`src/rtl/counter_sequencer_if.sv`:
```
// Bundle of configuration, control and counter-facing signals for counter_sequencer.
// master drives the table/control inputs and the counter wrap pulse; slave is the sequencer.
interface counter_sequencer_if #(
  parameter int DEPTH = 4,
  parameter int PW    = 8,
  parameter int RW    = 8
);
  localparam int AW = $clog2(DEPTH);

  logic          cfg_we;
  logic [AW-1:0] cfg_addr;
  logic [PW-1:0] cfg_period;
  logic          cfg_slope;
  logic [RW-1:0] cfg_repeat;
  logic          cfg_last;
  logic          start;
  logic          stop;
  logic          loop;
  logic          cnt_wrap;
  logic          cnt_enable;
  logic [PW-1:0] cnt_period;
  logic          cnt_slope;
  logic          busy;
  logic          done;
  logic [AW-1:0] cur_index;

  modport master (
    output cfg_we, cfg_addr, cfg_period, cfg_slope, cfg_repeat, cfg_last,
    output start, stop, loop, cnt_wrap,
    input  cnt_enable, cnt_period, cnt_slope, busy, done, cur_index
  );

  modport slave (
    input  cfg_we, cfg_addr, cfg_period, cfg_slope, cfg_repeat, cfg_last,
    input  start, stop, loop, cnt_wrap,
    output cnt_enable, cnt_period, cnt_slope, busy, done, cur_index
  );
endinterface

```
`src/rtl/counter_sequencer.sv`:
```
// Steps a period/slope counter through a small programmable segment table.
// Each entry runs (repeat+1) counter periods; the next entry is loaded on the
// same edge as the final wrap so the counter never sees an enable gap.
module counter_sequencer #(
  parameter int DEPTH = 4,
  parameter int PW    = 8,
  parameter int RW    = 8
) (
  input  logic                 clk,
  input  logic                 reset,
  counter_sequencer_if.slave   bus
);
  localparam int AW = $clog2(DEPTH);

  typedef enum logic [1:0] {
    s_idle = 2'd0,
    s_load = 2'd1,
    s_run  = 2'd2
  } state_t;

  state_t        state_reg;
  state_t        state_next;

  // segment table, cleared by reset so a fresh start after reset sees zeros
  logic [PW-1:0] tbl_period_reg [DEPTH];
  logic          tbl_slope_reg  [DEPTH];
  logic [RW-1:0] tbl_repeat_reg [DEPTH];
  logic          tbl_last_reg   [DEPTH];

  logic [PW-1:0] cnt_period_reg;
  logic          cnt_slope_reg;
  logic [RW-1:0] rem_reg;
  logic          cur_last_reg;
  logic [AW-1:0] cur_index_reg;
  logic          done_reg;

  // datapath control decoded from state and inputs
  logic          load_en;
  logic [AW-1:0] load_idx;
  logic          rem_dec;
  logic          idx_clear;
  logic          done_set;
  logic          end_of_seq;

  // the running entry is the final one if flagged last or at the top of the table
  assign end_of_seq = cur_last_reg || (cur_index_reg == AW'(DEPTH - 1));

  // per-entry table write; a load in the same cycle reads the pre-write value
  generate
    for (genvar gi = 0; gi < DEPTH; gi++) begin : g_tbl
      always_ff @(posedge clk) begin
        if (!reset) begin
          tbl_period_reg[gi] <= '0;
          tbl_slope_reg[gi]  <= 1'b0;
          tbl_repeat_reg[gi] <= '0;
          tbl_last_reg[gi]   <= 1'b0;
        end else if (bus.cfg_we && (bus.cfg_addr == AW'(gi))) begin
          tbl_period_reg[gi] <= bus.cfg_period;
          tbl_slope_reg[gi]  <= bus.cfg_slope;
          tbl_repeat_reg[gi] <= bus.cfg_repeat;
          tbl_last_reg[gi]   <= bus.cfg_last;
        end
      end
    end
  endgenerate

  // FSM state register
  always_ff @(posedge clk) begin
    if (!reset) begin
      state_reg <= s_idle;
    end else begin
      state_reg <= state_next;
    end
  end

  // FSM next state; stop dominates both start and wrap
  always_comb begin
    state_next = state_reg;
    case (state_reg)
      s_idle: if (bus.start && !bus.stop) state_next = s_load;
      s_load: state_next = bus.stop ? s_idle : s_run;
      s_run: begin
        if (bus.stop) begin
          state_next = s_idle;
        end else if (bus.cnt_wrap && (rem_reg == '0) && end_of_seq && !bus.loop) begin
          state_next = s_idle;
        end
      end
      default: state_next = s_idle;
    endcase
  end

  // FSM outputs: enable only while running, busy across load and run
  always_comb begin
    bus.cnt_enable = (state_reg == s_run);
    bus.busy       = (state_reg != s_idle);
  end

  // datapath control: what to load, count or flag on this edge
  always_comb begin
    load_en   = 1'b0;
    load_idx  = cur_index_reg;
    rem_dec   = 1'b0;
    idx_clear = 1'b0;
    done_set  = 1'b0;
    case (state_reg)
      s_idle: idx_clear = bus.start && !bus.stop;
      s_load: load_en = !bus.stop;
      s_run: begin
        if (!bus.stop && bus.cnt_wrap) begin
          if (rem_reg != '0) begin
            rem_dec = 1'b1;
          end else if (!end_of_seq) begin
            load_en  = 1'b1;
            load_idx = cur_index_reg + AW'(1);
          end else if (bus.loop) begin
            load_en  = 1'b1;
            load_idx = '0;
          end else begin
            done_set = 1'b1;
          end
        end
      end
      default: ;
    endcase
  end

  // datapath registers: current entry fields, remaining count, done pulse
  always_ff @(posedge clk) begin
    if (!reset) begin
      cnt_period_reg <= '0;
      cnt_slope_reg  <= 1'b0;
      rem_reg        <= '0;
      cur_last_reg   <= 1'b0;
      cur_index_reg  <= '0;
      done_reg       <= 1'b0;
    end else begin
      done_reg <= done_set;
      if (idx_clear) begin
        cur_index_reg <= '0;
      end
      if (load_en) begin
        cur_index_reg  <= load_idx;
        cnt_period_reg <= tbl_period_reg[load_idx];
        cnt_slope_reg  <= tbl_slope_reg[load_idx];
        rem_reg        <= tbl_repeat_reg[load_idx];
        cur_last_reg   <= tbl_last_reg[load_idx];
      end else if (rem_dec) begin
        rem_reg <= rem_reg - RW'(1);
      end
    end
  end

  assign bus.cnt_period = cnt_period_reg;
  assign bus.cnt_slope  = cnt_slope_reg;
  assign bus.done       = done_reg;
  assign bus.cur_index  = cur_index_reg;
endmodule

```
`src/flat_wrapper.sv`:
```
// flat-port wrapper written by rule: the top's interface ports become plain ports
module counter_sequencer_flat 
#(
  parameter int DEPTH = 4,
  parameter int PW    = 8,
  parameter int RW    = 8
)
  (clk, reset, bus_cfg_we, bus_cfg_addr, bus_cfg_period, bus_cfg_slope, bus_cfg_repeat, bus_cfg_last, bus_start, bus_stop, bus_loop, bus_cnt_wrap, bus_cnt_enable, bus_cnt_period, bus_cnt_slope, bus_busy, bus_done, bus_cur_index);
  counter_sequencer_if #(.DEPTH(DEPTH), .PW(PW), .RW(RW)) bus_i ();
  input  logic clk;
  input  logic reset;
  input wire logic [$bits(bus_i.cfg_we)-1:0] bus_cfg_we;
  input wire logic [$bits(bus_i.cfg_addr)-1:0] bus_cfg_addr;
  input wire logic [$bits(bus_i.cfg_period)-1:0] bus_cfg_period;
  input wire logic [$bits(bus_i.cfg_slope)-1:0] bus_cfg_slope;
  input wire logic [$bits(bus_i.cfg_repeat)-1:0] bus_cfg_repeat;
  input wire logic [$bits(bus_i.cfg_last)-1:0] bus_cfg_last;
  input wire logic [$bits(bus_i.start)-1:0] bus_start;
  input wire logic [$bits(bus_i.stop)-1:0] bus_stop;
  input wire logic [$bits(bus_i.loop)-1:0] bus_loop;
  input wire logic [$bits(bus_i.cnt_wrap)-1:0] bus_cnt_wrap;
  output wire logic [$bits(bus_i.cnt_enable)-1:0] bus_cnt_enable;
  output wire logic [$bits(bus_i.cnt_period)-1:0] bus_cnt_period;
  output wire logic [$bits(bus_i.cnt_slope)-1:0] bus_cnt_slope;
  output wire logic [$bits(bus_i.busy)-1:0] bus_busy;
  output wire logic [$bits(bus_i.done)-1:0] bus_done;
  output wire logic [$bits(bus_i.cur_index)-1:0] bus_cur_index;
  assign bus_i.cfg_we = bus_cfg_we;
  assign bus_i.cfg_addr = bus_cfg_addr;
  assign bus_i.cfg_period = bus_cfg_period;
  assign bus_i.cfg_slope = bus_cfg_slope;
  assign bus_i.cfg_repeat = bus_cfg_repeat;
  assign bus_i.cfg_last = bus_cfg_last;
  assign bus_i.start = bus_start;
  assign bus_i.stop = bus_stop;
  assign bus_i.loop = bus_loop;
  assign bus_i.cnt_wrap = bus_cnt_wrap;
  assign bus_cnt_enable = bus_i.cnt_enable;
  assign bus_cnt_period = bus_i.cnt_period;
  assign bus_cnt_slope = bus_i.cnt_slope;
  assign bus_busy = bus_i.busy;
  assign bus_done = bus_i.done;
  assign bus_cur_index = bus_i.cur_index;
  counter_sequencer #(.DEPTH(DEPTH), .PW(PW), .RW(RW)) u_core (.clk(clk), .reset(reset), .bus(bus_i));
endmodule
```
`config.mk`:
```
export PLATFORM = sky130hd
export DESIGN_NAME = counter_sequencer_flat
export DESIGN_NICKNAME = d
export VERILOG_FILES = /design/src/rtl/counter_sequencer_if.sv /design/src/rtl/counter_sequencer.sv /design/src/flat_wrapper.sv
export SDC_FILE = /design/constraint.sdc
export NUM_CORES = 1
export LEC_CHECK = 0
export ABC_AREA = 1
export CAP_MARGIN = 40
export CORE_UTILIZATION = 52
export CTS_CLUSTER_SIZE = 30
export DETAILED_ROUTE_END_ITERATION = 7
export PLACE_DENSITY = 0.76
export SYNTH_ARGS = -nofsm -noshare
export SYNTH_HDL_FRONTEND = slang
export SYNTH_SLANG_ARGS = --single-unit
export TNS_END_PERCENT = 10
```
`constraint.sdc`:
```
create_clock -name clk -period 1.7 [get_ports clk]
set_input_delay 0.255 -clock clk [delete_from_list [all_inputs] [get_ports clk]]
set_output_delay 0.255 -clock clk [all_outputs]
set_load 0.05 [all_outputs]
```
==> run_results.csv <==
group,metric,value,unit
critical_path,cp-end-kind,"flop",
sta,hold_viol_final,0,
finish,final_cells,701,
finish,final_area,0.00602,mm²
yosys,ys_ff_latch,95,
cts,clock_latency,0.37,ns
finish,drive_gt1_share,24.2,%
sta,rsz0062_at_grt,"yes",
critical_path,cp.arrival,2.13,ns
floorplan,die-area,0.00920,mm²
routing,drt-met1-wl,4.68,mm
yosys,synth_area,0.00458,mm²
placed_design,dp.cells,674,
cts,root_buffer,"clkbuf_8",
critical_path,crit_required,1.96,ns
routing,drt_first_pass_iters,5,
sta,setup_violations,17,
critical_path,r2r_start,"u_core.bus.cur_index[1]",
yosys,synth_flop_cell,"edfxtp_1",
cts,ctsLongestPathBuffers,2,
sta,max_freq,0.535,GHz
critical_path,path_cells,"ha_4 > nor2_4 > nor2_4 > nor2_4 > nand2_4 > nand2_4 > nand2_8 > buf_12 > buf_6 > o211ai_2 > nand3_1 > nand2_1 > inv_1",
placed_design,place.gp.congestion,0.841,
yosys,synth.distinct_cells,31,
finish,synthToLayoutAreaGrowth,31.4,%
placed_design,dpl.hpwl,7.02,mm
run_status,status,"finished with violations",
power_and_ir_drop,power_leakage,0.00253,µW
yosys,synth.top_cell.area_share,45.9,%
global_routing,grt_max_degree,30,
floorplan,die_h,95.9,µm
routing,met3_length,718,µm
finish,diodes,0,
critical_path,cpPeakStageDelay,0.37,ns
routing,drc,0,
sta,fin_ws,-0.170,ns
min_path,hold_path.class,"reg -> reg",
yosys,synth_area_leaders,"edfxtp_1 46%, dfxtp_1 11%, nor2_1 8.8%, inv_1 6.1%, nand2_1 6.1%",
critical_path,crit_top_cell,"nor2_4",
critical_path,r2r_cells,13,
yosys,synth_seq_area_share,56.8,%
critical_path,cpMaxStageDelayCell,"dfxtp_4",
global_routing,grt_first_pass_wirelength,17.9,mm
global_routing,antenna_found_initial,0,
sta,max_slew.worst_pin.slew,0.479,ns
routing,wl_met2,5.82,mm
critical_path,r2r_setup_slack,-0.17,ns
critical_path,path_max_fanout,7,
floorplan,coreArea,0.00838,mm²
run,maxCapViolCount,0,
sta,finalSetupTns,-1.12,ns
yosys,synthArstFlopShare,0,%
placed_design,placed_area,0.00553,mm²
global_routing,grt_pass1_vias,3716,
placed_design,port_buffers,40,
sta,final.period_utilization,110,%
power_and_ir_drop,peakVddDrop,555,µV
floorplan,start_util,54.7,%
sta,timing.slew.headroom,68.2,%
routing,via_per_inst,5.34,
placed_design,post-place-ws,-0.332,ns
min_path,hold_path_end,"u_core.tbl_last_reg[2]",
floorplan,placementRows,33,
routing,top_layer_used,"met4",
cts,cts_sinks,95,
yosys,synth_cells,505,
global_routing,grt_usage,26.4,%
sta,fin_crit,1.87,ns
critical_path,worstSetupPathType,"reg -> reg",
yosys,synth-edff-count,70,
critical_path,cp-start-kind,"flop",
yosys,yosysWarningCount,0,
run_status,violations,"negative setup slack",
critical_path,worstReg2RegEnd,"u_core.bus.cnt_period[6]",
routing,final_antenna_net_count,0,
min_path,hp-start,"u_core.tbl_last_reg[2]",
cts,h-tree-depth,3,
yosys,synth_top_area_cell,"edfxtp_1",
cts,ctsHoldBuffers,0,
routing,wl_per_cell,16.4,µm
min_path,hold_depth,2,
cts,cts.clk_slew.worst_paths,0.10,ns
finish,utilization,71.9,%
power_and_ir_drop,cellPowerDensity,1200,mW/mm²
routing,initialDrtViolationCount,291,
sta,finalMaxSlewViolations,0,
sta,skew,0.00844,ns
floorplan,die_w,95.9,µm
routing,vias,3740,
floorplan,io_pins,41,
finish,final_nets,623,
cts,cts_made_buffers,9,
yosys,avgSynthCellArea,9.08,µm²
cts,cts_tree,"yes",
yosys,synth_fp_nets,537,
global_routing,grt-ovfl-total,0,
routing,drt-total-wl,11.5,mm
-- critical path, delay by kind of cell, from the launching register on --
kind / cells / cell delay (ns)
compound gates: 1 / 0.15
fa+ha+maj: 1 / 0.16
buf+inv: 3 / 0.33
flops: 1 / 0.37
simple gates: 8 / 0.76
-- layout by cell type, fill, tap and decap left out, drive strengths merged, types with 3 or more instances in the layout --
cell / n
a21oi: 22
buf: 67
clkbuf: 10
clkdlybuf4s50: 26
clkinv: 3
dfxtp: 25
edfxtp: 70
ha: 5
inv: 80
nand2: 80
nand3: 40
nand4: 4
nor2: 113
o211ai: 12
o21ai: 23
xor2: 3
-- report_power, final --
part | switching (µW) | internal, µW
logic | 1500 | 1200
clock network | 838 | 835
registers | 145 | 2740
total | 2480 | 4770
-- cell usage after synthesis (3+ instances only) --
| master | number |
|---|---|
| ha_1 | 5 |
| nand2_4 | 5 |
| nand4_1 | 4 |
| inv_2 | 3 |
| o21ai_0 | 16 |
| o211ai_2 | 12 |
| xor2_1 | 3 |
| dfxtp_1 | 25 |
| nand3_1 | 39 |
| o21ai_1 | 7 |
| a21oi_1 | 22 |
| clkbuf_1 | 8 |
| inv_1 | 75 |
| nor2_1 | 108 |
| buf_6 | 5 |
| nand2_1 | 74 |
| buf_2 | 7 |
| edfxtp_1 | 70 |
-- logic make-up (layout without fill, tap and decap cells) --
logic type / after synthesis / count (layout) / share of synthesized area (%)
xor+xnor: 3 / 3 / 0.573
flops: 95 / 95 / 56.8
simple gates: 241 / 241 / 23.0
compound gates: 62 / 62 / 9.14
buf+inv: 99 / 190 / 9.12
fa+ha+maj: 5 / 5 / 1.36
-- metal layers --
layer / vias up / track usage [%]
li1: 1801 / -
met1: 1763 / 33.0
met2: 154 / 46.1
met3: 22 / 4.66
met4: 0 / 8.71
met5: - / 0
-- metrics by stage --
step / total power, µW / hold WS (ns)
final: 7250 / 0.488
after detailed placement: 5210 / 0.471
after CTS: 7110 / 0.487
after global routing: 7560 / 0.518
after floorplan: 4380 / 0.417
after global placement: 5130 / 0.465
-- worst max path at each step --
stage                             from                       end  slack, ns  depth (start not counted)
6_report       u_core.bus.cur_index[1]  u_core.bus.cnt_period[6]      -0.17                         13
5_1_grt        u_core.bus.cur_index[1]  u_core.bus.cnt_period[6]      -0.27                         13
4_1_cts            u_core.state_reg[0]  u_core.bus.cnt_period[6]      -0.06                         13
3_5_place_dp              bus_cnt_wrap  u_core.bus.cnt_period[6]      -0.33                         12
3_3_place_gp              bus_cnt_wrap         u_core.rem_reg[7]      -0.26                         12
2_1_floorplan  u_core.bus.cur_index[0]  u_core.bus.cnt_period[3]      -0.04                         13
-- timing repair --
| item | in CTS | in global routing |
|---|---|---|
| setup buffers | 8 | 1 |
| setup endpoints to repair | 20 | 23 |
| resized for setup | 21 | 20 |
| gates cloned | 2 | 1 |
| pin swaps | 11 | 11 |
-- layout make-up --
class / count / area (µm²)
clock buffers: 9 / 124
clock inverters: 7 / 95.1
fillers: 613 / 2360
inverters: 79 / 297
multi-input cells: 311 / 1740
flip-flops and latches: 95 / 2610
well taps: 105 / 131
repair buffers: 95 / 1020
Power figures use the tool's default switching activity.
